## src/rtl/otter_io_pkg.sv

```systemverilog
// otter_io_pkg
// Shared definitions for the OTTER board I/O wrapper.
//   - Memory-mapped addresses of the switch, LED and seven-segment registers.
//   - Blank patterns for the active-low anode and cathode lines.
//   - The digit-select encoding used by the display scanner.
//   - hexToCathode: maps a 4-bit nibble to its active-low segment pattern.
package otter_io_pkg;

   localparam logic [31:0] SwitchAddr   = 32'h1100_0000;
   localparam logic [31:0] LedAddr      = 32'h1108_0000;
   localparam logic [31:0] SsegAddr     = 32'h110C_0000;

   localparam logic [7:0]  CathodeBlank = 8'hFF;
   localparam logic [3:0]  AnodeBlank   = 4'hF;

   typedef enum logic [1:0] {
      Digit0 = 2'd0,
      Digit1 = 2'd1,
      Digit2 = 2'd2,
      Digit3 = 2'd3
   } digitSel_e;

   // Segment lines are active-low in {a,b,c,d,e,f,g,dp} order with a in bit 7.
   // Bit 0 (the decimal point) is 1 in every entry so the dp stays dark.
   function automatic logic [7:0] hexToCathode(input logic [3:0] nibble);
      logic [7:0] segments;
      case (nibble)
         4'h0:    segments = 8'h03;
         4'h1:    segments = 8'h9F;
         4'h2:    segments = 8'h25;
         4'h3:    segments = 8'h0D;
         4'h4:    segments = 8'h99;
         4'h5:    segments = 8'h49;
         4'h6:    segments = 8'h41;
         4'h7:    segments = 8'h1F;
         4'h8:    segments = 8'h01;
         4'h9:    segments = 8'h09;
         4'hA:    segments = 8'h11;
         4'hB:    segments = 8'hC1;
         4'hC:    segments = 8'h63;
         4'hD:    segments = 8'h85;
         4'hE:    segments = 8'h61;
         default: segments = 8'h71;
      endcase
      return segments;
   endfunction

endpackage

```

## src/rtl/otter_mcu.sv

```systemverilog
// OTTER_MCU
// Minimal stand-in for the OTTER RISC-V core so that the board wrapper
// elaborates as a self-contained slice. It never issues bus cycles on its own;
// it only remembers the last IOBUS_IN value seen when an interrupt arrives.
// Ports:
//   CLK         in   system clock
//   RST         in   active-high reset
//   INTR        in   one-cycle interrupt pulse
//   IOBUS_IN    in   read data from the I/O registers
//   IOBUS_OUT   out  write data
//   IOBUS_ADDR  out  I/O address
//   IOBUS_WR    out  write strobe
module OTTER_MCU (
   input  logic        CLK,
   input  logic        RST,
   input  logic        INTR,
   input  logic [31:0] IOBUS_IN,
   output logic [31:0] IOBUS_OUT,
   output logic [31:0] IOBUS_ADDR,
   output logic        IOBUS_WR
);

   logic [31:0] lastRead;

   // Capture the I/O read data whenever an interrupt is taken; this keeps
   // every input of the core connected to some real logic.
   always_ff @(posedge CLK or posedge RST) begin
      if (RST) begin
         lastRead <= '0;
      end else if (INTR) begin
         lastRead <= IOBUS_IN;
      end
   end

   assign IOBUS_OUT  = lastRead;
   assign IOBUS_ADDR = '0;
   assign IOBUS_WR   = 1'b0;

endmodule

```

## src/rtl/sseg_driver.sv

```systemverilog
// sseg_driver
// Multiplexed 4-digit hex seven-segment driver. A free-running scan counter
// walks the digits; each digit is lit for 2^(REFRESH_BITS-2) cycles.
// Ports:
//   CLK       in   system clock
//   reset     in   active-high, asynchronously asserted; blanks the display
//   value     in   16-bit value, nibble n shown on digit n (digit 0 rightmost)
//   CATHODES  out  active-low segments {a,b,c,d,e,f,g,dp}
//   ANODES    out  active-low digit enables, ANODES[0] is the rightmost digit
// Parameter:
//   REFRESH_BITS  width of the scan counter; its top two bits pick the digit
module sseg_driver
   import otter_io_pkg::*;
#(
   parameter int REFRESH_BITS = 17
) (
   input  logic        CLK,
   input  logic        reset,
   input  logic [15:0] value,
   output logic [7:0]  CATHODES,
   output logic [3:0]  ANODES
);

   logic [REFRESH_BITS-1:0] scanCount;
   digitSel_e               digitSel;
   logic [3:0]              nibble;
   logic [3:0]              anodeMask;

   // The scan counter simply counts every cycle and wraps, so one full
   // 4-digit frame takes 2^REFRESH_BITS cycles. Reset parks it at digit 0.
   always_ff @(posedge CLK or posedge reset) begin
      if (reset) begin
         scanCount <= '0;
      end else begin
         scanCount <= scanCount + REFRESH_BITS'(1);
      end
   end

   // Pick the nibble and anode for the digit currently being scanned, then
   // decode it. Reset overrides everything so the display goes dark the
   // moment reset asserts, without waiting for a clock edge.
   always_comb begin
      digitSel  = digitSel_e'(scanCount[REFRESH_BITS-1:REFRESH_BITS-2]);
      nibble    = value[3:0];
      anodeMask = 4'b1110;
      case (digitSel)
         Digit0: begin nibble = value[3:0];   anodeMask = 4'b1110; end
         Digit1: begin nibble = value[7:4];   anodeMask = 4'b1101; end
         Digit2: begin nibble = value[11:8];  anodeMask = 4'b1011; end
         Digit3: begin nibble = value[15:12]; anodeMask = 4'b0111; end
      endcase

      ANODES   = AnodeBlank;
      CATHODES = CathodeBlank;
      if (!reset) begin
         ANODES   = anodeMask;
         CATHODES = hexToCathode(nibble);
      end
   end

endmodule

```

## src/rtl/otter_io_wrapper.sv

```systemverilog
// otter_io_wrapper
// Board-level wrapper between the OTTER_MCU core and the FPGA pins: reset
// conditioning, BTNL interrupt conditioning, memory-mapped switch/LED/display
// registers, the combinational read mux and the 4-digit display driver.
// Ports:
//   CLK       in   50 MHz system clock
//   BTNC      in   asynchronous active-low reset button
//   BTNL      in   active-high interrupt button, asynchronous to CLK
//   SWITCHES  in   8 slide switches
//   LEDS      out  8 LEDs
//   CATHODES  out  active-low segments {a,b,c,d,e,f,g,dp}
//   ANODES    out  active-low digit enables, ANODES[0] rightmost
// Parameters:
//   REFRESH_BITS     display scan counter width
//   DEBOUNCE_CYCLES  stable cycles BTNL needs when debouncing is built
// Configuration:
//   BTN_DEBOUNCE_EN  when defined, BTNL is debounced before edge detection;
//                    when undefined, the synchronized level is used directly.
module otter_io_wrapper
   import otter_io_pkg::*;
#(
   parameter int REFRESH_BITS    = 17,
   parameter int DEBOUNCE_CYCLES = 500000
) (
   input  logic       CLK,
   input  logic       BTNC,
   input  logic       BTNL,
   input  logic [7:0] SWITCHES,
   output logic [7:0] LEDS,
   output logic [7:0] CATHODES,
   output logic [3:0] ANODES
);

   logic [1:0]  rstSync;
   logic        reset;
   logic [7:0]  swMeta;
   logic [7:0]  swSync;
   logic [1:0]  btnSync;
   logic        edgeSrc;
   logic        edgePrev;
   logic        intr;
   logic [7:0]  ledReg;
   logic [15:0] dispValue;
   logic [31:0] iobusIn;
   logic [31:0] iobusOut;
   logic [31:0] iobusAddr;
   logic        iobusWr;

   // Reset synchronizer: pressing BTNC forces internal reset at once, while
   // release is shifted through two flops so every flop leaves reset on the
   // same clean edge.
   always_ff @(posedge CLK or negedge BTNC) begin
      if (!BTNC) begin
         rstSync <= 2'b11;
      end else begin
         rstSync <= {rstSync[0], 1'b0};
      end
   end

   assign reset = rstSync[1];

   // Two-flop synchronizers for the slide switches and the interrupt button,
   // both of which change with no relation to CLK.
   always_ff @(posedge CLK or posedge reset) begin
      if (reset) begin
         swMeta  <= '0;
         swSync  <= '0;
         btnSync <= '0;
      end else begin
         swMeta  <= SWITCHES;
         swSync  <= swMeta;
         btnSync <= {btnSync[0], BTNL};
      end
   end

`ifdef BTN_DEBOUNCE_EN
   localparam int DebounceWidth = $clog2(DEBOUNCE_CYCLES + 1);

   logic [DebounceWidth-1:0] debounceCount;
   logic                     btnStable;

   // Debounce: the accepted level only follows the synchronized button once
   // it has disagreed with it for DEBOUNCE_CYCLES cycles in a row; any bounce
   // back to the accepted level restarts the count.
   always_ff @(posedge CLK or posedge reset) begin
      if (reset) begin
         debounceCount <= '0;
         btnStable     <= 1'b0;
      end else if (btnSync[1] == btnStable) begin
         debounceCount <= '0;
      end else if (debounceCount == DebounceWidth'(DEBOUNCE_CYCLES - 1)) begin
         debounceCount <= '0;
         btnStable     <= btnSync[1];
      end else begin
         debounceCount <= debounceCount + DebounceWidth'(1);
      end
   end

   assign edgeSrc = btnStable;
`else
   assign edgeSrc = btnSync[1];
`endif

   // Rising-edge one-shot: INTR is registered, so it is high for exactly one
   // cycle per press no matter how long the button is held, and reset clears
   // any pulse that was about to fire.
   always_ff @(posedge CLK or posedge reset) begin
      if (reset) begin
         edgePrev <= 1'b0;
         intr     <= 1'b0;
      end else begin
         edgePrev <= edgeSrc;
         intr     <= edgeSrc & ~edgePrev;
      end
   end

   // Memory-mapped write registers. Only an exact address match updates a
   // register; writes anywhere else are silently dropped.
   always_ff @(posedge CLK or posedge reset) begin
      if (reset) begin
         ledReg    <= '0;
         dispValue <= '0;
      end else if (iobusWr) begin
         if (iobusAddr == LedAddr) begin
            ledReg <= iobusOut[7:0];
         end else if (iobusAddr == SsegAddr) begin
            dispValue <= iobusOut[15:0];
         end
      end
   end

   assign LEDS = ledReg;

   // Combinational read mux: only the switch address returns data, every
   // other address reads as zero.
   always_comb begin
      iobusIn = '0;
      if (iobusAddr == SwitchAddr) begin
         iobusIn = {24'b0, swSync};
      end
   end

   OTTER_MCU mcu (
      .CLK        (CLK),
      .RST        (reset),
      .INTR       (intr),
      .IOBUS_IN   (iobusIn),
      .IOBUS_OUT  (iobusOut),
      .IOBUS_ADDR (iobusAddr),
      .IOBUS_WR   (iobusWr)
   );

   sseg_driver #(
      .REFRESH_BITS (REFRESH_BITS)
   ) ssegDriver (
      .CLK      (CLK),
      .reset    (reset),
      .value    (dispValue),
      .CATHODES (CATHODES),
      .ANODES   (ANODES)
   );

endmodule

```

## config.mk

```make
export PLATFORM = sky130hd
export DESIGN_NAME = otter_io_wrapper
export DESIGN_NICKNAME = d
export VERILOG_FILES = /design/src/rtl/otter_io_pkg.sv /design/src/rtl/otter_mcu.sv /design/src/rtl/sseg_driver.sv /design/src/rtl/otter_io_wrapper.sv
export SDC_FILE = /design/constraint.sdc
export NUM_CORES = 1
export LEC_CHECK = 0
export BUFFER_PORTS_ARGS = -buffer_cell sky130_fd_sc_hd__buf_2
export CORE_ASPECT_RATIO = 1.1
export CORE_UTILIZATION = 50
export CTS_CLUSTER_DIAMETER = 120
export DETAILED_ROUTE_END_ITERATION = 12
export PLACE_DENSITY_LB_ADDON = 0.3
export SLEW_MARGIN = 20
export SYNTH_ARGS = -nofsm -noshare
export SYNTH_HDL_FRONTEND = slang
export SYNTH_SLANG_ARGS = --single-unit
export TNS_END_PERCENT = 50
```

## constraint.sdc

```tcl
create_clock -name CLK -period 3.1 [get_ports CLK]
set_clock_uncertainty 0.05 [all_clocks]
set_input_delay 0.31 -clock CLK [delete_from_list [all_inputs] [get_ports CLK]]
set_output_delay 0.31 -clock CLK [all_outputs]
set_load 0.01 [all_outputs]
```

==> impl_metrics.yaml <==
run_status:
  outcome: "finished, violations left"
  violations: "design-rule violations"
sta:
  finalCriticalPeriod_ns: 1.90
  max_freq_mhz: 528
  final_hold_viol_count: 0
  setup_viol: 0
  worst_pin_slew_ns: 0.651
  relSlewSlack_pct: 56.6
  rsz0062_at_grt: "no"
  final.setup.tns_ns: 0
  maxSlewViolCount: 0
  period_share_pct: 61.1
finish:
  num-nets-final: 109
  diodes: 0
  final_cell_area_um2: 987
  final_cells: 114
  area_growth_pct: 2.87
  fin_util_pct: 55.4
  nFillCells: 150
  drive_gt1_share_pct: 21.9
detailed_routing:
  wl_um: 1350
  wl_per_cell_um: 11.8
  drc_errors: 4
  viasPerCell: 5.12
  drtAntennaViolNets: 0
  num_vias: 584
  drtIter0Drc: 13
  drtPass1Iterations: 8
logic_synthesis:
  yosys_warnings: 0
  async_flop_share_pct: 100
  synth_top_flop_cell: "dfrtp_1"
  synth_enable_flop_cells: 0
  syn_avg_cell_area_um2: 11.0
  synth_cell_type_count: 18
  synth_area_um2: 960
  ys_seq_area_share_pct: 49.8
  synthCells: 87
  synth_seq_cells: 19
setup_path:
  crit_chain: "inv_1 -> nand3b_1 -> buf_2"
  timing.critical_path.buf_inv: 2
  cp_max_fo: 19
  startpoint: "rstSync[1]"
  endpoint: "ANODES[2]"
  cp_top_family: "flip-flops"
  startpoint_type: "flip-flop"
  timing.rr.start: "ssegDriver.scanCount[0]"
  cp-end-kind: "primary output"
  arrival_ns: 1.54
  critical_path_class: "flip-flop to primary output"
  required_ns: 2.74
  reg2reg_slack_ns: 1.59
  path_depth: 3
  rr_worst_depth: 4
  worst_path_largest_cell_delay_ns: 0.59
  cp_slowest_cell: "dfstp_2"
  reg2reg_to: "ssegDriver.scanCount[16]"
placement:
  dp.cells: 109
  placed_area_um2: 951
  dp_hpwl_um: 972
  gp_congestion: 0.705
  portBuffers: 11
clock_tree:
  clockBufferDepth: 2
  clk_pin_slew_ns: 0.10
  cts_resized: 0
  htreeDepth: 1
  numCtsBuffers: 3
  clk-insertion-delay-late_ns: 0.29
  clockRootBuffer: "clkbuf_4"
  cts_sinks: 19
  cts_tree: "built"
global_route:
  grt_pass1_wl_um: 2180
  grt_util_all_layers_pct: 15.5
  grt_max_degree: 20
  gr-total-overflow: 0
  grt_pass1_vias: 493
  antenna_found_initial: 0
floorplanning:
  die_area_um2: 2100
  pin_count: 31
  core.rowCount: 16
  coreArea_um2: 1780
  die_h_um: 48.0
  fp.dieW_um: 43.8
  start_util_pct: 53.9
pwr:
  power.density_nw_per_um2: 396
  peakVddDrop_mv: 0.169
  p_leak_nw: 0.475
worst_hold_path:
  hold_path_class: "flip-flop to flip-flop"
run:
  drv_cap: 0
## metal layers
layer	vias up	share of wire [%]	track usage, %
li1	279	-	-
met1	283	43	19.0
met2	20	50	23.6
met3	2	5.5	4.53
met4	0	0.89	11.3
met5	-	0	0
## flip-flops by register name, indices dropped and copies added, names as in the netlist
signal and cells:
rstSync 2, ssegDriver.scanCount 17
## Yosys cell counts, drive strengths merged (4+ instances only)
master  number  area, µm²
nor3         4       20.0
dfrtp       17        425
xnor2        5       43.8
xor2        10       87.6
nand4        4       40.0
nor2         4       15.0
inv          4       15.0
nor4         4       50.1
nand2        4       15.0
nand3        7       35.0
buf         16        120
## where the power goes
part	switching [mW]	internal, mW
sequential	0.00141	0.250
clock	0.0700	0.0500
combinational	0.0147	0.00480
## kinds of logic (layout without fill, tap and decap cells)
logic type	after synthesis	after routing	share of synthesized area, %
flip-flops	19	19	49.8
other	2	11	0.783
adder cells (fa/ha/maj)	1	1	1.30
AND/OR/NAND/NOR	30	30	20.3
XOR/XNOR	15	15	13.7
buffers and inverters	20	20	14.1
## worst min path at each step
stage	from	to	depth (start not counted)
CTS	rstSync[0]	rstSync[1]	0
floorplan	BTNC	rstSync[0]	0
global placement	BTNC	rstSync[0]	1
global route	rstSync[0]	rstSync[1]	0
detailed placement	BTNC	rstSync[0]	1
finish	rstSync[0]	rstSync[1]	0
## stage by stage
stage	total power, mW	setup slack (ns)	hold slack (ns)
final	0.391	1.20	0.323
after CTS	0.396	1.15	0.326
after detailed placement	0.275	1.48	0.220
after global routing	0.413	1.02	0.333
after global placement	0.275	1.51	0.210
after floorplan	0.283	1.67	0.112
## cell usage in the layout (no fill, tap or decap), types with 2 or more instances in the layout
master / n
conb_1: 11
buf_2: 11
nor2_1: 4
inv_1: 4
clkbuf_4: 3
nand2_1: 4
dfstp_2: 2
nand4_1: 3
nand3_1: 7
dfrtp_1: 17
xnor2_1: 5
xor2_1: 10
nor4_2: 4
nor3_1: 4
## cell type report
class	instances	area (µm²)	area share, %
clock buffer	4	26.3	2.66
multi-input combinational	57	380	38.5
inverter	4	15.0	1.52
sequential	19	478	48.4
tap	18	22.5	2.28
timing repair buffer	12	65.1	6.59
## repair_timing
action,CTS,global route
buffers inserted,0,0
hold endpoints to repair,2,0
hold buffers,1,0
No activity file was read; power rests on OpenSTA's default activity.
